$ cat src/rtl/fht_stage_ctrl_if.sv
// Signal bundle between the FHT stage sequencer and the datapath / host that uses it.
// iSTART is a level request, taken only while the sequencer is idle. There is no ready
// signal: oBUSY rising is the acceptance. oRD_EN/oWR_EN are one-cycle qualifiers for
// the addresses driven alongside them in the same cycle.
interface fht_stage_ctrl_if #(
  parameter int A_BIT = 4,
  parameter int S_BIT = 2
);
  logic             iSTART;
  logic             oBUSY;
  logic             oDONE;
  logic [S_BIT-1:0] oSTAGE;
  logic             oRD_EN;
  logic [A_BIT-1:0] oRD_ADR0;
  logic [A_BIT-1:0] oRD_ADR1;
  logic [A_BIT-1:0] oRD_ADR2;
  logic [A_BIT-2:0] oW_ADR;
  logic             oRD_BANK;
  logic             oWR_EN;
  logic [A_BIT-1:0] oWR_ADR0;
  logic [A_BIT-1:0] oWR_ADR1;
  logic             oWR_BANK;
  logic             oRES_BANK;
  logic [1:0]       dbg_state;

  modport master (
    input  iSTART,
    output oBUSY, oDONE, oSTAGE, oRD_EN, oRD_ADR0, oRD_ADR1, oRD_ADR2, oW_ADR,
           oRD_BANK, oWR_EN, oWR_ADR0, oWR_ADR1, oWR_BANK, oRES_BANK, dbg_state
  );

  modport slave (
    output iSTART,
    input  oBUSY, oDONE, oSTAGE, oRD_EN, oRD_ADR0, oRD_ADR1, oRD_ADR2, oW_ADR,
           oRD_BANK, oWR_EN, oWR_ADR0, oWR_ADR1, oWR_BANK, oRES_BANK, dbg_state
  );
endinterface

$ cat src/rtl/fht_stage_ctrl.sv
// Stage sequencer for a radix-2 FHT over ping-pong RAM banks: issues one butterfly per
// cycle, then drains the read+butterfly pipeline before starting the next stage.
module fht_stage_ctrl #(
  parameter int A_BIT   = 4,
  parameter int S_BIT   = 2,
  parameter int RD_LAT  = 1,
  parameter int BUT_LAT = 2
) (
  input  logic           iCLK,
  input  logic           iRESET,
  fht_stage_ctrl_if.master bus
);

  localparam int D  = RD_LAT + BUT_LAT;
  localparam int DW = (D > 1) ? $clog2(D) : 1;

  localparam logic [A_BIT-2:0] J_LAST = '1;
  localparam logic [A_BIT-2:0] J_ONE  = 1;
  localparam logic [S_BIT-1:0] S_LAST = S_BIT'(A_BIT - 1);
  localparam logic [S_BIT-1:0] S_ONE  = 1;
  localparam logic [DW-1:0]    D_LAST = DW'(D - 1);
  localparam logic [DW-1:0]    D_ONE  = 1;
  localparam logic [A_BIT-1:0] A_ONE  = 1;
  localparam logic             RES_BANK = 1'(A_BIT % 2);

  typedef enum logic [1:0] {IDLE = 2'd0, RUN = 2'd1, DRAIN = 2'd2, DONE = 2'd3} state_t;

  state_t           state_q, state_d;
  logic [S_BIT-1:0] s_q, s_d;
  logic [A_BIT-2:0] j_q, j_d;
  logic [DW-1:0]    dcnt_q, dcnt_d;
  logic             bank_q, bank_d;
  logic             busy_d;

  // Registered outputs
  logic             busy_q, done_q, rd_en_q, rd_bank_q, wr_bank_q, res_bank_q;
  logic [S_BIT-1:0] stage_q;
  logic [A_BIT-1:0] rd_adr0_q, rd_adr1_q, rd_adr2_q;
  logic [A_BIT-2:0] w_adr_q;

  // Write-back delay line
  logic [D-1:0]     en_sr;
  logic [A_BIT-1:0] a0_sr [D];
  logic [A_BIT-1:0] a1_sr [D];

  // Butterfly addresses for the upcoming cycle
  logic [A_BIT-1:0] jj, half, k, b;
  logic [A_BIT-1:0] a0_d, a1_d, a2_d;
  logic [A_BIT-2:0] w_d;

  always_comb begin
    state_d = state_q;
    s_d     = s_q;
    j_d     = j_q;
    dcnt_d  = dcnt_q;
    bank_d  = bank_q;
    case (state_q)
      IDLE: begin
        if (bus.iSTART) begin
          state_d = RUN;
          s_d     = '0;
          j_d     = '0;
          bank_d  = 1'b0;
        end
      end
      RUN: begin
        if (j_q == J_LAST) begin
          state_d = DRAIN;
          dcnt_d  = '0;
        end else begin
          j_d = j_q + J_ONE;
        end
      end
      DRAIN: begin
        if (dcnt_q == D_LAST) begin
          if (s_q < S_LAST) begin
            state_d = RUN;
            s_d     = s_q + S_ONE;
            j_d     = '0;
            bank_d  = ~bank_q;
          end else begin
            state_d = DONE;
          end
        end else begin
          dcnt_d = dcnt_q + D_ONE;
        end
      end
      DONE:    state_d = IDLE;
      default: state_d = IDLE;
    endcase
  end

  assign busy_d = (state_d == RUN) || (state_d == DRAIN);

  // Group base b is the butterfly group index times the group span 2^(s+1); the span
  // wraps to zero in the last stage, which still yields b + L - k correctly mod N.
  always_comb begin
    jj   = A_BIT'(j_d);
    half = A_ONE << s_d;
    k    = jj & (half - A_ONE);
    b    = (jj >> s_d) << (int'(s_d) + 1);
    a0_d = b + k;
    a1_d = b + half + k;
    a2_d = (k == '0) ? (b + half) : (b + (half << 1) - k);
    w_d  = (A_BIT-1)'(k << (A_BIT - 1 - int'(s_d)));
  end

  always_ff @(posedge iCLK or posedge iRESET) begin
    if (iRESET) begin
      state_q <= IDLE;
      s_q     <= '0;
      j_q     <= '0;
      dcnt_q  <= '0;
      bank_q  <= 1'b0;
    end else begin
      state_q <= state_d;
      s_q     <= s_d;
      j_q     <= j_d;
      dcnt_q  <= dcnt_d;
      bank_q  <= bank_d;
    end
  end

  always_ff @(posedge iCLK or posedge iRESET) begin
    if (iRESET) begin
      busy_q     <= 1'b0;
      done_q     <= 1'b0;
      stage_q    <= '0;
      rd_en_q    <= 1'b0;
      rd_adr0_q  <= '0;
      rd_adr1_q  <= '0;
      rd_adr2_q  <= '0;
      w_adr_q    <= '0;
      rd_bank_q  <= 1'b0;
      wr_bank_q  <= 1'b0;
      res_bank_q <= 1'b0;
    end else begin
      busy_q     <= busy_d;
      done_q     <= (state_d == DONE);
      stage_q    <= busy_d ? s_d : '0;
      rd_en_q    <= (state_d == RUN);
      rd_adr0_q  <= (state_d == RUN) ? a0_d : '0;
      rd_adr1_q  <= (state_d == RUN) ? a1_d : '0;
      rd_adr2_q  <= (state_d == RUN) ? a2_d : '0;
      w_adr_q    <= (state_d == RUN) ? w_d  : '0;
      rd_bank_q  <= busy_d ? bank_d : 1'b0;
      wr_bank_q  <= busy_d ? ~bank_d : 1'b0;
      res_bank_q <= (state_d == DONE) ? RES_BANK : 1'b0;
    end
  end

  // No flush on stage change: DRAIN lasts exactly D cycles, so the line is empty by then.
  always_ff @(posedge iCLK or posedge iRESET) begin
    if (iRESET) begin
      en_sr <= '0;
      for (int i = 0; i < D; i++) begin
        a0_sr[i] <= '0;
        a1_sr[i] <= '0;
      end
    end else begin
      en_sr[0] <= rd_en_q;
      a0_sr[0] <= rd_adr0_q;
      a1_sr[0] <= rd_adr1_q;
      for (int i = 1; i < D; i++) begin
        en_sr[i] <= en_sr[i-1];
        a0_sr[i] <= a0_sr[i-1];
        a1_sr[i] <= a1_sr[i-1];
      end
    end
  end

  assign bus.oBUSY     = busy_q;
  assign bus.oDONE     = done_q;
  assign bus.oSTAGE    = stage_q;
  assign bus.oRD_EN    = rd_en_q;
  assign bus.oRD_ADR0  = rd_adr0_q;
  assign bus.oRD_ADR1  = rd_adr1_q;
  assign bus.oRD_ADR2  = rd_adr2_q;
  assign bus.oW_ADR    = w_adr_q;
  assign bus.oRD_BANK  = rd_bank_q;
  assign bus.oWR_EN    = en_sr[D-1];
  assign bus.oWR_ADR0  = a0_sr[D-1];
  assign bus.oWR_ADR1  = a1_sr[D-1];
  assign bus.oWR_BANK  = wr_bank_q;
  assign bus.oRES_BANK = res_bank_q;
  assign bus.dbg_state = state_q;

endmodule

$ cat src/flat_wrapper.sv
// flat-port wrapper written by rule: the top's interface ports become plain ports
module fht_stage_ctrl_flat 
#(
  parameter int A_BIT   = 4,
  parameter int S_BIT   = 2,
  parameter int RD_LAT  = 1,
  parameter int BUT_LAT = 2
)
  (iCLK, iRESET, bus_iSTART, bus_oBUSY, bus_oDONE, bus_oSTAGE, bus_oRD_EN, bus_oRD_ADR0, bus_oRD_ADR1, bus_oRD_ADR2, bus_oW_ADR, bus_oRD_BANK, bus_oWR_EN, bus_oWR_ADR0, bus_oWR_ADR1, bus_oWR_BANK, bus_oRES_BANK, bus_dbg_state);
  fht_stage_ctrl_if #(.A_BIT(A_BIT), .S_BIT(S_BIT)) bus_i ();
  input  logic iCLK;
  input  logic iRESET;
  input wire logic [$bits(bus_i.iSTART)-1:0] bus_iSTART;
  output wire logic [$bits(bus_i.oBUSY)-1:0] bus_oBUSY;
  output wire logic [$bits(bus_i.oDONE)-1:0] bus_oDONE;
  output wire logic [$bits(bus_i.oSTAGE)-1:0] bus_oSTAGE;
  output wire logic [$bits(bus_i.oRD_EN)-1:0] bus_oRD_EN;
  output wire logic [$bits(bus_i.oRD_ADR0)-1:0] bus_oRD_ADR0;
  output wire logic [$bits(bus_i.oRD_ADR1)-1:0] bus_oRD_ADR1;
  output wire logic [$bits(bus_i.oRD_ADR2)-1:0] bus_oRD_ADR2;
  output wire logic [$bits(bus_i.oW_ADR)-1:0] bus_oW_ADR;
  output wire logic [$bits(bus_i.oRD_BANK)-1:0] bus_oRD_BANK;
  output wire logic [$bits(bus_i.oWR_EN)-1:0] bus_oWR_EN;
  output wire logic [$bits(bus_i.oWR_ADR0)-1:0] bus_oWR_ADR0;
  output wire logic [$bits(bus_i.oWR_ADR1)-1:0] bus_oWR_ADR1;
  output wire logic [$bits(bus_i.oWR_BANK)-1:0] bus_oWR_BANK;
  output wire logic [$bits(bus_i.oRES_BANK)-1:0] bus_oRES_BANK;
  output wire logic [$bits(bus_i.dbg_state)-1:0] bus_dbg_state;
  assign bus_i.iSTART = bus_iSTART;
  assign bus_oBUSY = bus_i.oBUSY;
  assign bus_oDONE = bus_i.oDONE;
  assign bus_oSTAGE = bus_i.oSTAGE;
  assign bus_oRD_EN = bus_i.oRD_EN;
  assign bus_oRD_ADR0 = bus_i.oRD_ADR0;
  assign bus_oRD_ADR1 = bus_i.oRD_ADR1;
  assign bus_oRD_ADR2 = bus_i.oRD_ADR2;
  assign bus_oW_ADR = bus_i.oW_ADR;
  assign bus_oRD_BANK = bus_i.oRD_BANK;
  assign bus_oWR_EN = bus_i.oWR_EN;
  assign bus_oWR_ADR0 = bus_i.oWR_ADR0;
  assign bus_oWR_ADR1 = bus_i.oWR_ADR1;
  assign bus_oWR_BANK = bus_i.oWR_BANK;
  assign bus_oRES_BANK = bus_i.oRES_BANK;
  assign bus_dbg_state = bus_i.dbg_state;
  fht_stage_ctrl #(.A_BIT(A_BIT), .S_BIT(S_BIT), .RD_LAT(RD_LAT), .BUT_LAT(BUT_LAT)) u_core (.iCLK(iCLK), .iRESET(iRESET), .bus(bus_i));
endmodule
$ cat config.mk
export PLATFORM = sky130hd
export DESIGN_NAME = fht_stage_ctrl_flat
export DESIGN_NICKNAME = d
export VERILOG_FILES = /design/src/rtl/fht_stage_ctrl_if.sv /design/src/rtl/fht_stage_ctrl.sv /design/src/flat_wrapper.sv
export SDC_FILE = /design/constraint.sdc
export NUM_CORES = 1
export LEC_CHECK = 0
export ABC_AREA = 1
export CAP_MARGIN = 5
export CORE_MARGIN = 4
export CORE_UTILIZATION = 38
export DETAILED_ROUTE_END_ITERATION = 10
export DONT_BUFFER_PORTS = 1
export HOLD_SLACK_MARGIN = 0.03
export PLACE_DENSITY = 0.61
export SKIP_CTS_REPAIR_TIMING = 1
export SYNTH_ARGS = -nofsm -noshare
export SYNTH_HDL_FRONTEND = slang
export SYNTH_SLANG_ARGS = --single-unit
$ cat constraint.sdc
create_clock -name iCLK -period 5.27 [get_ports iCLK]
set_input_delay 1.054 -clock iCLK [delete_from_list [all_inputs] [get_ports iCLK]]
set_output_delay 1.054 -clock iCLK [all_outputs]
set_load 0.02 [all_outputs]
## After elaboration in Yosys (flattened, before gate mapping)

Cells that the tools add are included.

- Bits in registers: 59
- Latch bits: 0
- RAM bits: 0
- ROM bits: 0
- Input bits: 3
- Output and inout port bits: 34
- Logic and storage cells: 85
- Memories kept: 0

- Add/subtract/negate cells: 11
- Multipliers: 0
- Div/mod/pow operators: 0
- Order comparisons: 1
- Equal/unequal tests: 10
- Shift operators: 4
- Muxes and demuxes: 29
- Bitwise operators: 3
- Reduce and logical (&&, ||, !) cells: 5

Operator list:

| operator | count |
|---|---|
| 4-bit by 32-bit left shift with 3-bit output | 1 |
| 4-bit by 32-bit left shift with 4-bit output | 1 |
| 2-bit two-way mux | 10 |
| 4-bit adder | 4 |
| 4-bit two-way mux | 4 |
| 3-bit two-way mux | 5 |
| 2-bit == test (second input constant) | 5 |
| 3-bit one-hot mux with 3 select lines | 1 |
| 2-bit one-hot mux with 2 select lines | 2 |
| 2-bit one-hot mux with 4 select lines | 1 |
| 1-bit two-way mux | 5 |
| 2-bit by 1-bit adder with 2-bit output (second input constant) | 2 |
| 3-bit by 4-bit bitwise AND with 4-bit output | 1 |
| 2-bit by 1-bit == test with 1-bit output (second input constant) | 2 |
| 4-bit logical NOT | 1 |
| 1-bit by 2-bit left shift with 4-bit output (first input constant) | 1 |
| 3-bit by 2-bit >> shifter with 4-bit output | 1 |
| 4-bit by 1-bit subtractor with 4-bit output (second input constant) | 1 |
| 4-bit subtractor | 1 |
| 2-bit by 1-bit adder with 3-bit output (second input constant) | 1 |
| 3-bit by 1-bit adder with 3-bit output (second input constant) | 1 |
| 3-bit == test (second input constant) | 1 |
| 3-bit AND reduction | 1 |
| 2-bit by 2-bit subtractor with 3-bit output (first input constant) | 1 |
| 8 further kinds | 9 |

## Logic depth before layout (Yosys ltp)

Gate-level depths: netlist of the first run.

- Word-level depth: 10
- Depth in mapped cells: 28
- Depth with buffers taken out: 28

## Worst setup path before layout of the first run

Ideal clock, no wire load.

- Path kind: input to register
- Start: in bus_iSTART
- End: reg u_core.rd_adr2_q[3], in the netlist u_core.bus.oRD_ADR2[3]
- Arrival time: 3.972 ns
- Required time: 5.157 ns
- Slack: 1.186 ns
- Stages: 22
- Path buffers: 0
- Cells stage by stage: inv_1 -> nand2_2 -> nand3_2 -> nand2_8 -> inv_4 -> ha_1 -> or2_2 -> a21oi_1 -> ha_1 -> inv_1 -> ha_1 -> ha_1 -> inv_1 -> fa_1 -> xnor2_1 -> xor2_1 -> nand3b_1 -> nand3_1 -> nand2_1 -> inv_1 -> nand2_1 -> inv_1

- Word-level cells in the longest chain between the ends: 8
- Elaborated cells on any way between the ends: 19

Ends and longest elaborated chain:

| what | RTL line | source |
|---|---|---|
| start, declared | flat_wrapper.sv:13 | `input wire logic [$bits(bus_i.iSTART)-1:0] bus_iSTART;` |
| 2-bit two-way mux * | fht_stage_ctrl.sv:59 | `if (bus.iSTART) begin` |
| 2-bit one-hot mux with 2 select lines * | fht_stage_ctrl.sv:57 | `case (state_q)` |
| via u_core.s_d[0] | fht_stage_ctrl.sv:29 | `logic [S_BIT-1:0] s_q, s_d;` |
| 2-bit by 1-bit adder with 3-bit output (tied with other cells) | fht_stage_ctrl.sv:101 | `b = (jj >> s_d) << (int'(s_d) + 1);` |
| 4-bit by 32-bit left shift with 4-bit output / 4-bit by 1-bit subtractor with 4-bit output (equally long branches) | fht_stage_ctrl.sv:101, fht_stage_ctrl.sv:100 |  |
| 4-bit adder / 3-bit by 4-bit bitwise AND with 4-bit output (equally long branches) | fht_stage_ctrl.sv:104, fht_stage_ctrl.sv:100 |  |
| 4-bit subtractor / 4-bit logical NOT (equally long branches) | fht_stage_ctrl.sv:104 | `a2_d = (k == '0) ? (b + half) : (b + (half << 1) - k);` |
| 4-bit two-way mux * | fht_stage_ctrl.sv:104 |  |
| 4-bit two-way mux * | fht_stage_ctrl.sv:144 | `rd_adr2_q <= (state_d == RUN) ? a2_d : '0;` |
| end signal, assigned | fht_stage_ctrl.sv:144 |  |
| end, declared | fht_stage_ctrl.sv:38 | `logic [A_BIT-1:0] rd_adr0_q, rd_adr1_q, rd_adr2_q;` |

The timed path passes the listed nets; every way through them passes the cells marked *.
A chain may end at the register's enable or synchronous reset.

## Final worst setup path of the first run

- Start: reg u_core.state_q[0], in the netlist u_core.bus.dbg_state[0]
- End: reg u_core.rd_adr2_q[3], in the netlist u_core.bus.oRD_ADR2[3]

- Word-level cells in the longest chain between the ends: 8
- Elaborated cells on any way between the ends: 23

Ends and longest elaborated chain:

| what | RTL line | source |
|---|---|---|
| start, declared | fht_stage_ctrl.sv:28 | `state_t state_q, state_d;` |
| start signal, assigned | fht_stage_ctrl.sv:116 | `state_q <= state_d;` |
| 2-bit == test / 2-bit logical NOT (equally long branches) | fht_stage_ctrl.sv:57 |  |
| 2-bit one-hot mux with 2 select lines * | fht_stage_ctrl.sv:57 |  |
| via u_core.s_d[0] | fht_stage_ctrl.sv:29 |  |
| 2-bit by 1-bit adder with 3-bit output (tied with other cells) | fht_stage_ctrl.sv:101 |  |
| 4-bit by 32-bit left shift with 4-bit output / 4-bit by 1-bit subtractor with 4-bit output (equally long branches) | fht_stage_ctrl.sv:101, fht_stage_ctrl.sv:100 |  |
| 4-bit adder / 3-bit by 4-bit bitwise AND with 4-bit output (equally long branches) | fht_stage_ctrl.sv:104, fht_stage_ctrl.sv:100 |  |
| 4-bit subtractor / 4-bit logical NOT (equally long branches) | fht_stage_ctrl.sv:104 |  |
| 4-bit two-way mux * | fht_stage_ctrl.sv:104 |  |
| 4-bit two-way mux * | fht_stage_ctrl.sv:144 |  |

Marks and branches as above.

==> metrics.log, run 1 <==
[metrics] result of the run: completed
[metrics] sort of element at the start of the critical path: register
[metrics] maximum clock rate: 0.220 GHz
[metrics] DRC Markers: 0
[metrics] Filler cells: 701
[metrics] accumulated negative setup slack: 0 ns
[metrics] reported leakage power: 1.72 nW
[metrics] Yosys top cell area share: roughly half
[metrics] setup violation total in the final timing report: 0
[metrics] proportion of synthesized flip-flops having asynchronous set or reset: 100%
[metrics] commonest cells after routing, fill and taps aside: 59 x sky130_fd_sc_hd__dfrtp_1, 47 x sky130_fd_sc_hd__inv_1, 45 x sky130_fd_sc_hd__nand2_1, 28 x sky130_fd_sc_hd__ha_1, 25 x sky130_fd_sc_hd__nor2_1
[metrics] area of placed instances: 0.00298 sq mm
[metrics] Pre-Repair DR Iteration Count: 4
[metrics] power density cells: 471 mW/mm^2
[metrics] library cells used by synthesis: 34
[metrics] TritonCTS clock tree: done
[metrics] CTS clk-pin slew, worst paths: about 0.07 ns
[metrics] worst relative slew slack: 51.7%
[metrics] count of synthesis-stage warnings from yosys: 0
[metrics] worst IR drop on VDD: 0.131 mV
[metrics] transition time at the pin with the least slew margin: roughly 0.72 ns
[metrics] area of all sequential standard cells: 0.00148 sq mm
[metrics] worst hold path type: register to register
[metrics] post-route antenna net violation count: 0
[metrics] clock network latency to the later pin of the worst-skew pair: between 0.3 and 0.4 ns
[metrics] number of global-route vias before repair: roughly 1,800
[metrics] width of the chip: 95.9 microns
[metrics] CP cell instances: inv_1 -> ha_1 -> nand2_4 -> inv_2 -> or2_4 -> nand2_8 -> inv_4 -> ha_1 -> or2_2 -> a21oi_1 -> ha_1 -> inv_1 -> ha_1 -> ha_1 -> inv_1 -> fa_1 -> xnor2_1 -> xor2_1 -> nand3b_1 -> nand3_1 -> nand2_1 -> inv_1 -> nand2_1 -> inv_1
[metrics] Critical Path End Type: register
[metrics] number of enable flip-flop cells after synthesis: 0
[metrics] area of all placed cells without fillers: 0.00317 sq mm
[metrics] number of vias in the routed layout: 1,837
[metrics] count of endpoints failing hold in the final timing report: 0
[metrics] area of the multi-input gates: 0.00117 sq mm
[metrics] ys flop type: sky130_fd_sc_hd__dfrtp_1
[metrics] wire length per cell after detailed routing: 12.9 microns
[metrics] highest net fanout along the worst path: 12
[metrics] number of buffers added by the clock tree synthesis step: 9
[metrics] Max-Cap Viols: 0
[metrics] total buffers and inverters traversed by the critical path: 7
[metrics] GR Util met1: 15.1%
[metrics] count of mapped cells out of synthesis: between 200 and 300
[metrics] Die Area: 0.00919 sq mm
[metrics] fraction of layout cells with a size suffix above 1: 15.8%
[metrics] clk_skew: 0.0125 ns
[metrics] slowest cell on the critical path: sky130_fd_sc_hd__dfrtp_1
[metrics] maximum root-to-sink buffer count: 2
[metrics] sum of routed wire length over all layers: around 5200 microns
[metrics] kind of cell with the highest combined delay on the critical path: adder cells
[metrics] Arrival @ worst endpoint: 4.79 ns
[metrics] worst setup path category: register to register
[metrics] stage delay of the slowest cell on the critical path: 0.54 ns
[metrics] height of the chip: 95.9 microns
[metrics] count of pins over their slew limit: 0
[metrics] final worst path period need: 4.55 ns
[metrics] largest area contributor in the netlist: sky130_fd_sc_hd__dfrtp_1
[metrics] last weighted congestion value of the routability-driven placer: between 0.8 and 0.9
[metrics] synthesis-stage register bit count: 59
[metrics] vias per cell: between 4 and 5
[metrics] wire length of the first global-routing pass: 8700 microns
[metrics] sum of overflow across all layers after global routing: 0
[metrics] number of standard-cell rows in the floorplan: 31
[metrics] count of routing violations after the opening detailed-route iteration: 118
[metrics] total global-route track usage: 12.4%
[metrics] number of diodes: 0
[metrics] WP data required: about 5.5 ns
[metrics] setup repair after global routing missed its margin: no
[metrics] CTS Sinks: 59
[metrics] core region area: 0.00737 sq mm
[metrics] initial core utilization: 39.8%
[metrics] area growth from synthesis to layout: 7.94%
[metrics] Seq/Total Area, Yosys: 50.3%
[metrics] cell types occupying the most area after synthesis: sky130_fd_sc_hd__dfrtp_1 50%, sky130_fd_sc_hd__ha_1 12%, sky130_fd_sc_hd__inv_1 6.1%
[metrics] most frequent standard cell in the layout excluding fill and tap cells: sky130_fd_sc_hd__dfrtp_1
[metrics] H-Tree Depth: 3
[metrics] Clock Tree Root: sky130_fd_sc_hd__clkbuf_8
[metrics] average cell area after synthesis: a little under 10 sq um
[metrics] total half-perimeter wirelength after legalization and detailed placement: 3880 microns
[metrics] I/O Pins: 37
[metrics] initial antenna violation count: 0
[metrics] busiest layer in global routing: met2
[metrics] nets@finish: roughly 330
[metrics] IO buf count: 0
[metrics] final critical-path share of the clock period: between 80% and 90%
[metrics] global routing met2 resource utilization: 19.6%
[metrics] cell area after synthesis: 0.00293 sq mm
[metrics] largest net degree at the start of global routing: 60
[metrics] met3 Use GR: 4.07%
[metrics] total nets after synthesis: 332
cells in the mapped netlist (all sizes together), types with 2 or more instances:
cell type	count
ha	28
a21oi	14
dfrtp	59
inv	52
nor2	27
nand3	16
o21bai	2
or2	2
o21ai	14
o22ai	2
nand2	56
buf	11
fa	3
xor2	2
nor3	2
state kept, by name, indices dropped and copies added (netlist names), 3 cells and up:
register	count
u_core.a0_sr	8
u_core.a1_sr	8
u_core.bus.oRD_ADR0	4
u_core.bus.oRD_ADR1	4
u_core.bus.oRD_ADR2	4
u_core.bus.oWR_ADR0	4
u_core.bus.oWR_ADR1	4
u_core.bus.oW_ADR	3
u_core.en_sr	3
u_core.j_q	3
cells by family after synthesis:
group,synth area share [%]
simple gates,17.8
buf+inv,9.68
flops,50.3
compound gates,7.17
fa+ha+maj,14.0
xor+xnor,0.896
other cells,0.128
per-layer routing:
metal  up-vias  wire length [microns]
met1       859                   2400
met5         -                      0
li1        926                      -
met4         0                    152
met2        38                   2400
met3        14                    248
worst register-to-register path: cells and delay by family (launching register included):
family          cells  cell delay [ns]
xor+xnor            2             0.38
fa+ha+maj           6             1.60
buf+inv             7             0.41
compound gates      1             0.42
simple gates        8             1.12
flops               1             0.54
report_power, final:
part           total (W)  leakage, nW  internal [W]  switching (W)
registers       0.000663        0.769      0.000548       0.000115
logic           0.000454        0.861      0.000162       0.000293
clock network   0.000374       0.0880      0.000197       0.000178
total            0.00149         1.72      0.000906       0.000585
final timing paths:
path	from	cells past startpoint	endpoint	slack (ns)
max	u_core.bus.dbg_state[0]	24	u_core.bus.oRD_ADR2[3]	0.72
min	u_core.a1_sr[6]	0	u_core.bus.oWR_ADR1[2]	0.35
max reg2reg	u_core.bus.dbg_state[0]	24	u_core.bus.oRD_ADR2[3]	0.72
min reg2reg	u_core.a1_sr[6]	0	u_core.bus.oWR_ADR1[2]	0.35
max in group asynchronous	iRESET	2	u_core.a1_sr[6]	3.98
min in group asynchronous	iRESET	2	u_core.bus.dbg_state[1]	0.80
stage by stage:
step | hold WS, ns | power [W] | util [%] | setup slack (ns) | std cells
after floorplan | 0.331 | 0.00103 | - | 1.19 | 298
after global placement | 0.332 | 0.00111 | 40.4 | 0.802 | 387
after detailed placement | 0.336 | 0.00113 | 40.4 | 0.744 | 387
after CTS | 0.344 | 0.00151 | 43.0 | 0.717 | 403
after global routing | 0.351 | 0.00161 | 43.0 | 0.357 | 403
final | 0.345 | 0.00149 | 43.0 | 0.719 | 403
area by class of cell:
| class | instances | share of cell area (%) |
|---|---|---|
| Clock buffer | 11 | 4.78 |
| Clock inverter | 5 | 1.15 |
| Inverter | 52 | 6.25 |
| Multi-Input combinational cell | 176 | 37.0 |
| Sequential cell | 59 | 46.6 |
| Tap cell | 99 | 3.91 |
| Timing Repair Buffer | 1 | 0.237 |
Power figures use the tool's default switching activity.
==> run 2, diff against run 1 <==
Settings changed: ABC_AREA 1 to not set.
==> metrics.log, run 2 <==
[metrics] cell internal power dissipation: 0.000991 W (was 0.000906 W)
[metrics] cell types occupying the most area after synthesis: sky130_fd_sc_hd__dfrtp_1 51%, sky130_fd_sc_hd__ha_1 12%, sky130_fd_sc_hd__inv_1 3.0% (was sky130_fd_sc_hd__dfrtp_1 50%, sky130_fd_sc_hd__ha_1 12%, sky130_fd_sc_hd__inv_1 6.1%)
[metrics] accumulated negative setup slack: 0 ns (unchanged)
[metrics] number of buffers added by the clock tree synthesis step: 9 (unchanged)
[metrics] reported leakage power: 1.58 nW (was 1.72 nW)
[metrics] library cells used by synthesis: 51 (was 34)
[metrics] registers with the most flip-flops: u_core.a0_sr (8), u_core.a1_sr (8) (unchanged)
[metrics] setup repair after global routing missed its margin: no (unchanged)
[metrics] worst setup path category: register to register (unchanged)
[metrics] setup violation total in the final timing report: 0 (unchanged)
[metrics] number of standard-cell rows in the floorplan: 31 (unchanged)
[metrics] length of routed met3 wiring: 334 microns (was 248 microns)
[metrics] Critical Path End Type: register (unchanged)
[metrics] Filler cells: 698 (was 701)
[metrics] total global-route track usage: 12.9% (was 12.4%)
[metrics] I/O Pins: 37 (unchanged)
[metrics] final worst path period need: 4.77 ns (was 4.55 ns)
[metrics] wire length of the first global-routing pass: 8770 microns (was 8700 microns)
[metrics] highest net fanout along the worst path: 12 (unchanged)
[metrics] synthesis-stage register bit count: 59 (unchanged)
[metrics] number of global-route vias before repair: 1,768 (was 1,823)
[metrics] worst relative slew slack: 52.7% (was 51.7%)
[metrics] CP cell instances: inv_1 -> ha_1 -> and4b_1 -> a211o_1 -> inv_1 -> ha_1 -> xnor2_1 -> nand2_1 -> inv_1 -> ha_1 -> inv_1 -> ha_1 -> ha_1 -> inv_1 -> fa_1 -> xor2_1 -> xnor2_1 -> nand2_1 -> nor2_1 -> a311oi_1 -> a31oi_1 (was inv_1 -> ha_1 -> nand2_4 -> inv_2 -> or2_4 -> nand2_8 -> inv_4 -> ha_1 -> or2_2 -> a21oi_1 -> ha_1 -> inv_1 -> ha_1 -> ha_1 -> inv_1 -> fa_1 -> xnor2_1 -> xor2_1 -> nand3b_1 -> nand3_1 -> nand2_1 -> inv_1 -> nand2_1 -> inv_1)
[metrics] Max-Cap Viols: 0 (unchanged)
[metrics] total half-perimeter wirelength after legalization and detailed placement: 3640 microns (was 3880 microns)
[metrics] most frequent standard cell in the layout excluding fill and tap cells: sky130_fd_sc_hd__dfrtp_1 (unchanged)
[metrics] commonest cells after routing, fill and taps aside: 59 x sky130_fd_sc_hd__dfrtp_1, 28 x sky130_fd_sc_hd__ha_1, 22 x sky130_fd_sc_hd__inv_1, 20 x sky130_fd_sc_hd__nor2_1, 16 x sky130_fd_sc_hd__nand2_1 (was 59 x sky130_fd_sc_hd__dfrtp_1, 47 x sky130_fd_sc_hd__inv_1, 45 x sky130_fd_sc_hd__nand2_1, 28 x sky130_fd_sc_hd__ha_1, 25 x sky130_fd_sc_hd__nor2_1)
[metrics] switching pwr: 0.000619 W (was 0.000585 W)
[metrics] sum of routed wire length over all layers: 5020 microns (was 5200 microns)
[metrics] fraction of layout cells with a size suffix above 1: 11.1% (was 15.8%)
[metrics] worst reg2reg path startpoint: u_core.bus.dbg_state[0] (unchanged)
[metrics] maximum root-to-sink buffer count: 2 (unchanged)
[metrics] proportion of total power due to net switching: 38.4% (was 39.2%)
[metrics] worst hold path type: register to register (unchanged)
[metrics] CTS clk-pin slew, worst paths: 0.07 ns (about the same)
[metrics] count of mapped cells out of synthesis: 257 (was 298)
[metrics] top post-synthesis cells by count: 59 x sky130_fd_sc_hd__dfrtp_1, 28 x sky130_fd_sc_hd__ha_1, 23 x sky130_fd_sc_hd__inv_1 (was 59 x sky130_fd_sc_hd__dfrtp_1, 48 x sky130_fd_sc_hd__inv_1, 45 x sky130_fd_sc_hd__nand2_1)
[metrics] Total Power Consumption: 0.00161 W (was 0.00149 W)
[metrics] worst IR drop on VDD: 0.128 mV (was 0.131 mV)
[metrics] largest area contributor in the netlist: sky130_fd_sc_hd__dfrtp_1 (unchanged)
[metrics] post-route antenna net violation count: 0 (unchanged)
[metrics] nets@finish: 290 (was 333)
[metrics] top routing layer in use: met4 (unchanged)
[metrics] width of the chip: 94.9 microns (was 95.9 microns)
[metrics] result of the run: completed (unchanged)
[metrics] part of the total power dissipated in combinational logic: 31.0% (was 30.5%)
[metrics] share of power burned in registers: 44.5% (was 44.4%)
[metrics] sort of element at the start of the critical path: register (unchanged)
[metrics] last weighted congestion value of the routability-driven placer: 0.834 (was 0.846)
[metrics] height of the chip: 94.9 microns (was 95.9 microns)
[metrics] transition time at the pin with the least slew margin: 0.709 ns (was 0.725 ns)
[metrics] largest net degree at the start of global routing: 60 (unchanged)
[metrics] slowest cell on the critical path: sky130_fd_sc_hd__dfrtp_1 (unchanged)
[metrics] number of vias in the routed layout: 1,783 (was 1,837)
[metrics] worst min-delay path startpoint: u_core.a0_sr[11] (was u_core.a1_sr[6])
[metrics] clock network latency to the later pin of the worst-skew pair: 0.33 ns (was 0.34 ns)
[metrics] sum of overflow across all layers after global routing: 0 (unchanged)
[metrics] initial antenna violation count: 0 (unchanged)
[metrics] wire length per cell after detailed routing: 14.0 microns (was 12.9 microns)
[metrics] Clock Tree Root: sky130_fd_sc_hd__clkbuf_8 (unchanged)
[metrics] number of diodes: 0 (unchanged)
[metrics] area growth from synthesis to layout: 8.11% (was 7.94%)
[metrics] WP data required: 5.48 ns (was 5.51 ns)
[metrics] count of routing violations after the opening detailed-route iteration: 123 (was 118)
[metrics] stage delay of the slowest cell on the critical path: 0.55 ns (was 0.54 ns)
[metrics] TritonCTS clock tree: done (unchanged)
[metrics] count of pins over their slew limit: 0 (unchanged)
[metrics] total nets after synthesis: 291 (was 332)
[metrics] metal1 wirelength: 2260 microns (was 2400 microns)
[metrics] Yosys top cell area share: 51.5% (was 50.3%)
[metrics] startpoint of the worst setup timing path: u_core.bus.dbg_state[0] (unchanged)
[metrics] Arrival @ worst endpoint: 4.98 ns (was 4.79 ns)
[metrics] IO buf count: 0 (unchanged)
[metrics] count of endpoints failing hold in the final timing report: 0 (unchanged)
[metrics] proportion of synthesized flip-flops having asynchronous set or reset: 100% (unchanged)
[metrics] H-Tree Depth: 3 (unchanged)
[metrics] part of the power in the clock network: 24.4% (was 25.1%)
[metrics] vias per cell: 4.95 (was 4.56)
[metrics] detailed route wirelength on metal2: 2340 microns (was 2400 microns)
[metrics] clk_skew: 0.00802 ns (was 0.0125 ns)
[metrics] initial core utilization: 39.3% (was 39.8%)
[metrics] final critical-path share of the clock period: 90.5% (was 86.4%)
[metrics] library cell with the highest instance count after synthesis: sky130_fd_sc_hd__dfrtp_1 (unchanged)
[metrics] number of enable flip-flop cells after synthesis: 0 (unchanged)
[metrics] Seq/Total Area, Yosys: 51.5% (was 50.3%)
[metrics] Die Area: 0.00900 sq mm (was 0.00919 sq mm)
[metrics] CTS Sinks: 59 (unchanged)
[metrics] count of synthesis-stage warnings from yosys: 0 (unchanged)
[metrics] maximum clock rate: 0.210 GHz (was 0.220 GHz)
[metrics] ys flop type: sky130_fd_sc_hd__dfrtp_1 (unchanged)
[metrics] reg-to-reg slack, setup: 0.50 ns (was 0.72 ns)
[metrics] average cell area after synthesis: 11.2 sq um (was 9.84 sq um)
[metrics] core region area: 0.00729 sq mm (was 0.00737 sq mm)
[metrics] DRC Markers: 0 (unchanged)
[metrics] Pre-Repair DR Iteration Count: 5 (was 4)
[metrics] cell area after synthesis: 0.00287 sq mm (was 0.00293 sq mm)
[metrics] power density cells: 519 mW/mm^2 (was 471 mW/mm^2)
==> run 2: cell count changes after synthesis, sizes merged, moves of 5 or more <==
| cell | previous run | this run |
|---|---|---|
| nand2 | 56 | 16 |
| inv | 52 | 25 |
| nand3 | 16 | 2 |
| o21ai | 14 | 5 |
| and2 | 0 | 7 |
| nor2 | 27 | 20 |
| a21o | 0 | 5 |
| nor3 | 2 | 7 |
| xnor2 | 1 | 6 |
==> run 2: cells by family after synthesis <==
kind of cell    count (synthesis)  share of synthesized area (%)
compound gates                 46                           11.5
xor+xnor                        9                           2.75
fa+ha+maj                      31                           14.3
buf+inv                        39                           6.58
flops                          59                           51.5
mux                             3                           1.05
other cells                     1                          0.131
simple gates                   69                           12.2
==> run 2: critical path: cells and delay by family, from the launching register on <==
family          cells  cell delay, ns
flops               1            0.55
buf+inv             5            0.57
compound gates      3            0.84
simple gates        4            0.54
fa+ha+maj           6            1.73
xor+xnor            3            0.42
==> run 2: power by group through the flow <==
stage	Sequential (W)	Combinational, W	Clock, W
after floorplan	0.000686	0.000441	0
after global placement	0.000725	0.000497	0
after detailed placement	0.000730	0.000501	0
after CTS	0.000722	0.000508	0.000407
after global routing	0.000734	0.000587	0.000426
final	0.000717	0.000499	0.000393
==> run 2: layer usage <==
layer  track usage (%)  vias up
li1                  -      859
met1              16.5      869
met2              19.4       45
met3              5.10       10
met4              5.17        0
met5                 0        -
==> run 2: cell type report <==
class                   count  area [sq um]  area share (%)
clock buffers               9           124            3.99
repair buffers              1          7.51           0.242
multi-input cells         159          1200            38.8
clock inverters             7          68.8            2.22
inverters                  26          97.6            3.15
flip-flops and latches     59          1480            47.6
well taps                  99           124            3.99
==> run 2: path summary, 6_finish.rpt <==
check / to / depth (start not counted)
hold / removal: u_core.a0_sr[7] / 0
min in group asynchronous: u_core.bus.oW_ADR[0] / 2
setup reg to reg: u_core.bus.oRD_ADR2[3] / 21
setup / recovery: u_core.bus.oRD_ADR2[3] / 21
hold reg to reg: u_core.a0_sr[7] / 0
max in group asynchronous: u_core.a1_sr[7] / 2
==> run 2: metrics by stage <==
stage          cells  setup WS [ns]  instance area, sq um  hold WS (ns)  util, %
2_1_floorplan    257          0.926                  2870         0.331        -
3_3_place_gp     344          0.648                  2910         0.332     39.9
3_5_place_dp     344          0.554                  2910         0.336     39.9
4_1_cts          360          0.488                  3100         0.350     42.5
5_1_grt          360        0.00526                  3100         0.355     42.5
6_report         360          0.501                  3100         0.347     42.5
==> run 3, diff against run 2 <==
Settings changed: CORE_UTILIZATION 38 to 30, PLACE_DENSITY 0.61 to 0.53.
==> metrics.log, run 3 (synthesis results as in run 2) <==
[metrics] maximum root-to-sink buffer count: 2 (unchanged)
[metrics] commonest cells after routing, fill and taps aside: 59 x sky130_fd_sc_hd__dfrtp_1, 27 x sky130_fd_sc_hd__ha_1, 22 x sky130_fd_sc_hd__inv_1, 20 x sky130_fd_sc_hd__nor2_1, 16 x sky130_fd_sc_hd__nand2_1 (was 59 x sky130_fd_sc_hd__dfrtp_1, 28 x sky130_fd_sc_hd__ha_1, 22 x sky130_fd_sc_hd__inv_1, 20 x sky130_fd_sc_hd__nor2_1, 16 x sky130_fd_sc_hd__nand2_1)
[metrics] worst min-delay path startpoint: u_core.en_sr[0] (was u_core.a0_sr[11])
[metrics] TritonCTS clock tree: done (unchanged)
[metrics] Arrival @ worst endpoint: 5.00 ns (was 4.98 ns)
[metrics] worst reg2reg path startpoint: u_core.bus.dbg_state[1] (was u_core.bus.dbg_state[0])
[metrics] power density cells: 515 mW/mm^2 (was 519 mW/mm^2)
[metrics] clock network latency to the later pin of the worst-skew pair: 0.33 ns (about the same)
[metrics] accumulated negative setup slack: 0 ns (unchanged)
[metrics] number of standard-cell rows in the floorplan: 35 (was 31)
[metrics] sum of overflow across all layers after global routing: 0 (unchanged)
[metrics] last weighted congestion value of the routability-driven placer: 0.787 (was 0.834)
[metrics] initial antenna violation count: 0 (unchanged)
[metrics] worst relative slew slack: 52.3% (was 52.7%)
[metrics] setup violation total in the final timing report: 0 (unchanged)
[metrics] slack of the critical path: 0.471 ns (was 0.501 ns)
[metrics] reported leakage power: 1.57 nW (was 1.58 nW)
[metrics] largest net degree at the start of global routing: 60 (unchanged)
[metrics] transition time at the pin with the least slew margin: 0.715 ns (was 0.709 ns)
[metrics] area of all placed cells without fillers: 0.00314 sq mm (was 0.00310 sq mm)
[metrics] count of endpoints failing hold in the final timing report: 0 (unchanged)
[metrics] area growth from synthesis to layout: 9.51% (was 8.11%)
[metrics] maximum clock rate: 0.208 GHz (was 0.210 GHz)
[metrics] sort of element at the start of the critical path: register (unchanged)
[metrics] width of the chip: 106 microns (was 94.9 microns)
[metrics] Critical Path End Type: register (unchanged)
[metrics] final worst path period need: 4.80 ns (was 4.77 ns)
[metrics] end of the worst register-to-register path: u_core.bus.oRD_ADR2[3] (unchanged)
[metrics] count of routing violations after the opening detailed-route iteration: 69 (was 123)
[metrics] cell depth of the worst flop-to-flop path: 21 (unchanged)
[metrics] result of the run: completed (unchanged)
[metrics] area of all sequential standard cells: 0.00148 sq mm (unchanged)
[metrics] wire length per cell after detailed routing: 13.7 microns (was 14.0 microns)
[metrics] worst hold endpoint: u_core.en_sr[1] (was u_core.a0_sr[7])
[metrics] worst setup slack after placement: 0.460 ns (was 0.554 ns)
[metrics] cell depth of the worst hold path: 0 (unchanged)
[metrics] worst IR drop on VDD: 0.130 mV (was 0.128 mV)
[metrics] CTS clk-pin slew, worst paths: 0.06 ns (was 0.07 ns)
[metrics] core region area: 0.00928 sq mm (was 0.00729 sq mm)
[metrics] kind of cell with the highest combined delay on the critical path: adder cells (unchanged)
[metrics] total global-route track usage: 10.3% (was 12.9%)
[metrics] registers with the most flip-flops: u_core.a0_sr (8), u_core.a1_sr (8) (unchanged)
[metrics] Clock Tree Root: sky130_fd_sc_hd__clkbuf_8 (unchanged)
[metrics] total buffers and inverters traversed by the critical path: 5 (unchanged)
[metrics] number of vias in the routed layout: 1,776 (was 1,783)
[metrics] number of diodes: 0 (unchanged)
[metrics] area of the multi-input gates: 0.00121 sq mm (was 0.00120 sq mm)
[metrics] slowest cell on the critical path: sky130_fd_sc_hd__dfrtp_1 (unchanged)
[metrics] H-Tree Depth: 3 (unchanged)
[metrics] Max-Cap Viols: 0 (unchanged)
[metrics] height of the chip: 106 microns (was 94.9 microns)
[metrics] clk_skew: 0.00882 ns (was 0.00802 ns)
[metrics] fraction of layout cells with a size suffix above 1: 11.5% (was 11.1%)
[metrics] Die Area: 0.0112 sq mm (was 0.00900 sq mm)
[metrics] sum of routed wire length over all layers: 5340 microns (was 5020 microns)
[metrics] vias per cell: 4.55 (was 4.95)
[metrics] reg-to-reg slack, setup: 0.47 ns (was 0.50 ns)
[metrics] Filler cells: 943 (was 698)
[metrics] IO buf count: 0 (unchanged)
[metrics] DRC Markers: 0 (unchanged)
[metrics] highest net fanout along the worst path: 12 (unchanged)
[metrics] count of pins over their slew limit: 0 (unchanged)
[metrics] nets@finish: 290 (unchanged)
[metrics] post-route antenna net violation count: 0 (unchanged)
[metrics] wire length of the first global-routing pass: 8940 microns (was 8770 microns)
[metrics] stage delay of the slowest cell on the critical path: 0.52 ns (was 0.55 ns)
[metrics] area of placed instances: 0.00295 sq mm (was 0.00291 sq mm)
[metrics] final critical-path share of the clock period: 91.1% (was 90.5%)
[metrics] worst hold path type: register to register (unchanged)
[metrics] worst hold slack across all endpoints: 0.349 ns (was 0.347 ns)
[metrics] total half-perimeter wirelength after legalization and detailed placement: 3890 microns (was 3640 microns)
[metrics] CP cell instances: inv_1 -> ha_1 -> nand2_1 -> a21oi_1 -> a211o_1 -> inv_1 -> ha_1 -> xnor2_1 -> nand2_1 -> inv_1 -> ha_1 -> inv_1 -> ha_1 -> ha_1 -> inv_1 -> fa_1 -> xor2_1 -> xnor2_1 -> nor4_1 -> a311oi_1 -> a31oi_1 (was inv_1 -> ha_1 -> and4b_1 -> a211o_1 -> inv_1 -> ha_1 -> xnor2_1 -> nand2_1 -> inv_1 -> ha_1 -> inv_1 -> ha_1 -> ha_1 -> inv_1 -> fa_1 -> xor2_1 -> xnor2_1 -> nand2_1 -> nor2_1 -> a311oi_1 -> a31oi_1)
[metrics] Pre-Repair DR Iteration Count: 4 (was 5)
[metrics] number of global-route vias before repair: 1,755 (was 1,768)
[metrics] Crit. path cell count: 21 (unchanged)
[metrics] worst setup path category: register to register (unchanged)
[metrics] CTS Sinks: 59 (unchanged)
[metrics] WP data required: 5.47 ns (was 5.48 ns)
[metrics] initial core utilization: 30.9% (was 39.3%)
[metrics] I/O Pins: 37 (unchanged)
[metrics] number of buffers added by the clock tree synthesis step: 9 (unchanged)
[metrics] most frequent standard cell in the layout excluding fill and tap cells: sky130_fd_sc_hd__dfrtp_1 (unchanged)
[metrics] setup repair after global routing missed its margin: no (unchanged)
run 3: area by class of cell:
type	count	area share (%)
Multi-Input combinational cell	159	38.4
Clock inverter	7	2.19
Tap cell	129	5.14
Inverter	26	3.11
Clock buffer	9	3.94
Timing Repair Buffer	1	0.239
Sequential cell	59	47.0
run 3: per-stage QoR:
stage          utilization, %  cells  power, W
3_3_place_gp             31.7    374   0.00123
5_1_grt                  33.8    390   0.00174
2_1_floorplan               -    257   0.00113
6_report                 33.8    390   0.00162
4_1_cts                  33.8    390   0.00165
3_5_place_dp             31.7    374   0.00124
run 3: report_power, final:
part	internal (W)	switching, W	leakage, nW	total, W
Combinational	0.000200	0.000306	0.698	0.000505
Clock	0.000216	0.000179	0.0950	0.000395
Sequential	0.000575	0.000144	0.780	0.000718
Total	0.000990	0.000629	1.57	0.00162
run 3: worst max-delay path by stage:
stage                                  startpoint                endpoint  slack (ns)
after floorplan                        bus_iSTART  u_core.bus.oRD_ADR2[3]        0.93
after global placement    u_core.bus.dbg_state[0]  u_core.bus.oRD_ADR2[3]        0.66
after detailed placement  u_core.bus.dbg_state[0]  u_core.bus.oRD_ADR2[3]        0.46
after CTS                 u_core.bus.dbg_state[0]  u_core.bus.oRD_ADR2[3]        0.42
after global routing      u_core.bus.dbg_state[1]  u_core.bus.oRD_ADR2[3]       0.009
final                     u_core.bus.dbg_state[1]  u_core.bus.oRD_ADR2[3]        0.47
run 3: per-layer routing:
metal  part of all wire [%]  wire length, microns  global-route usage, %
met1                     47                  2500                   13.2
met5                      0                     0                      0
met4                    2.1                   114                   5.00
met3                    4.1                   219                   3.06
met2                     47                  2510                   15.9
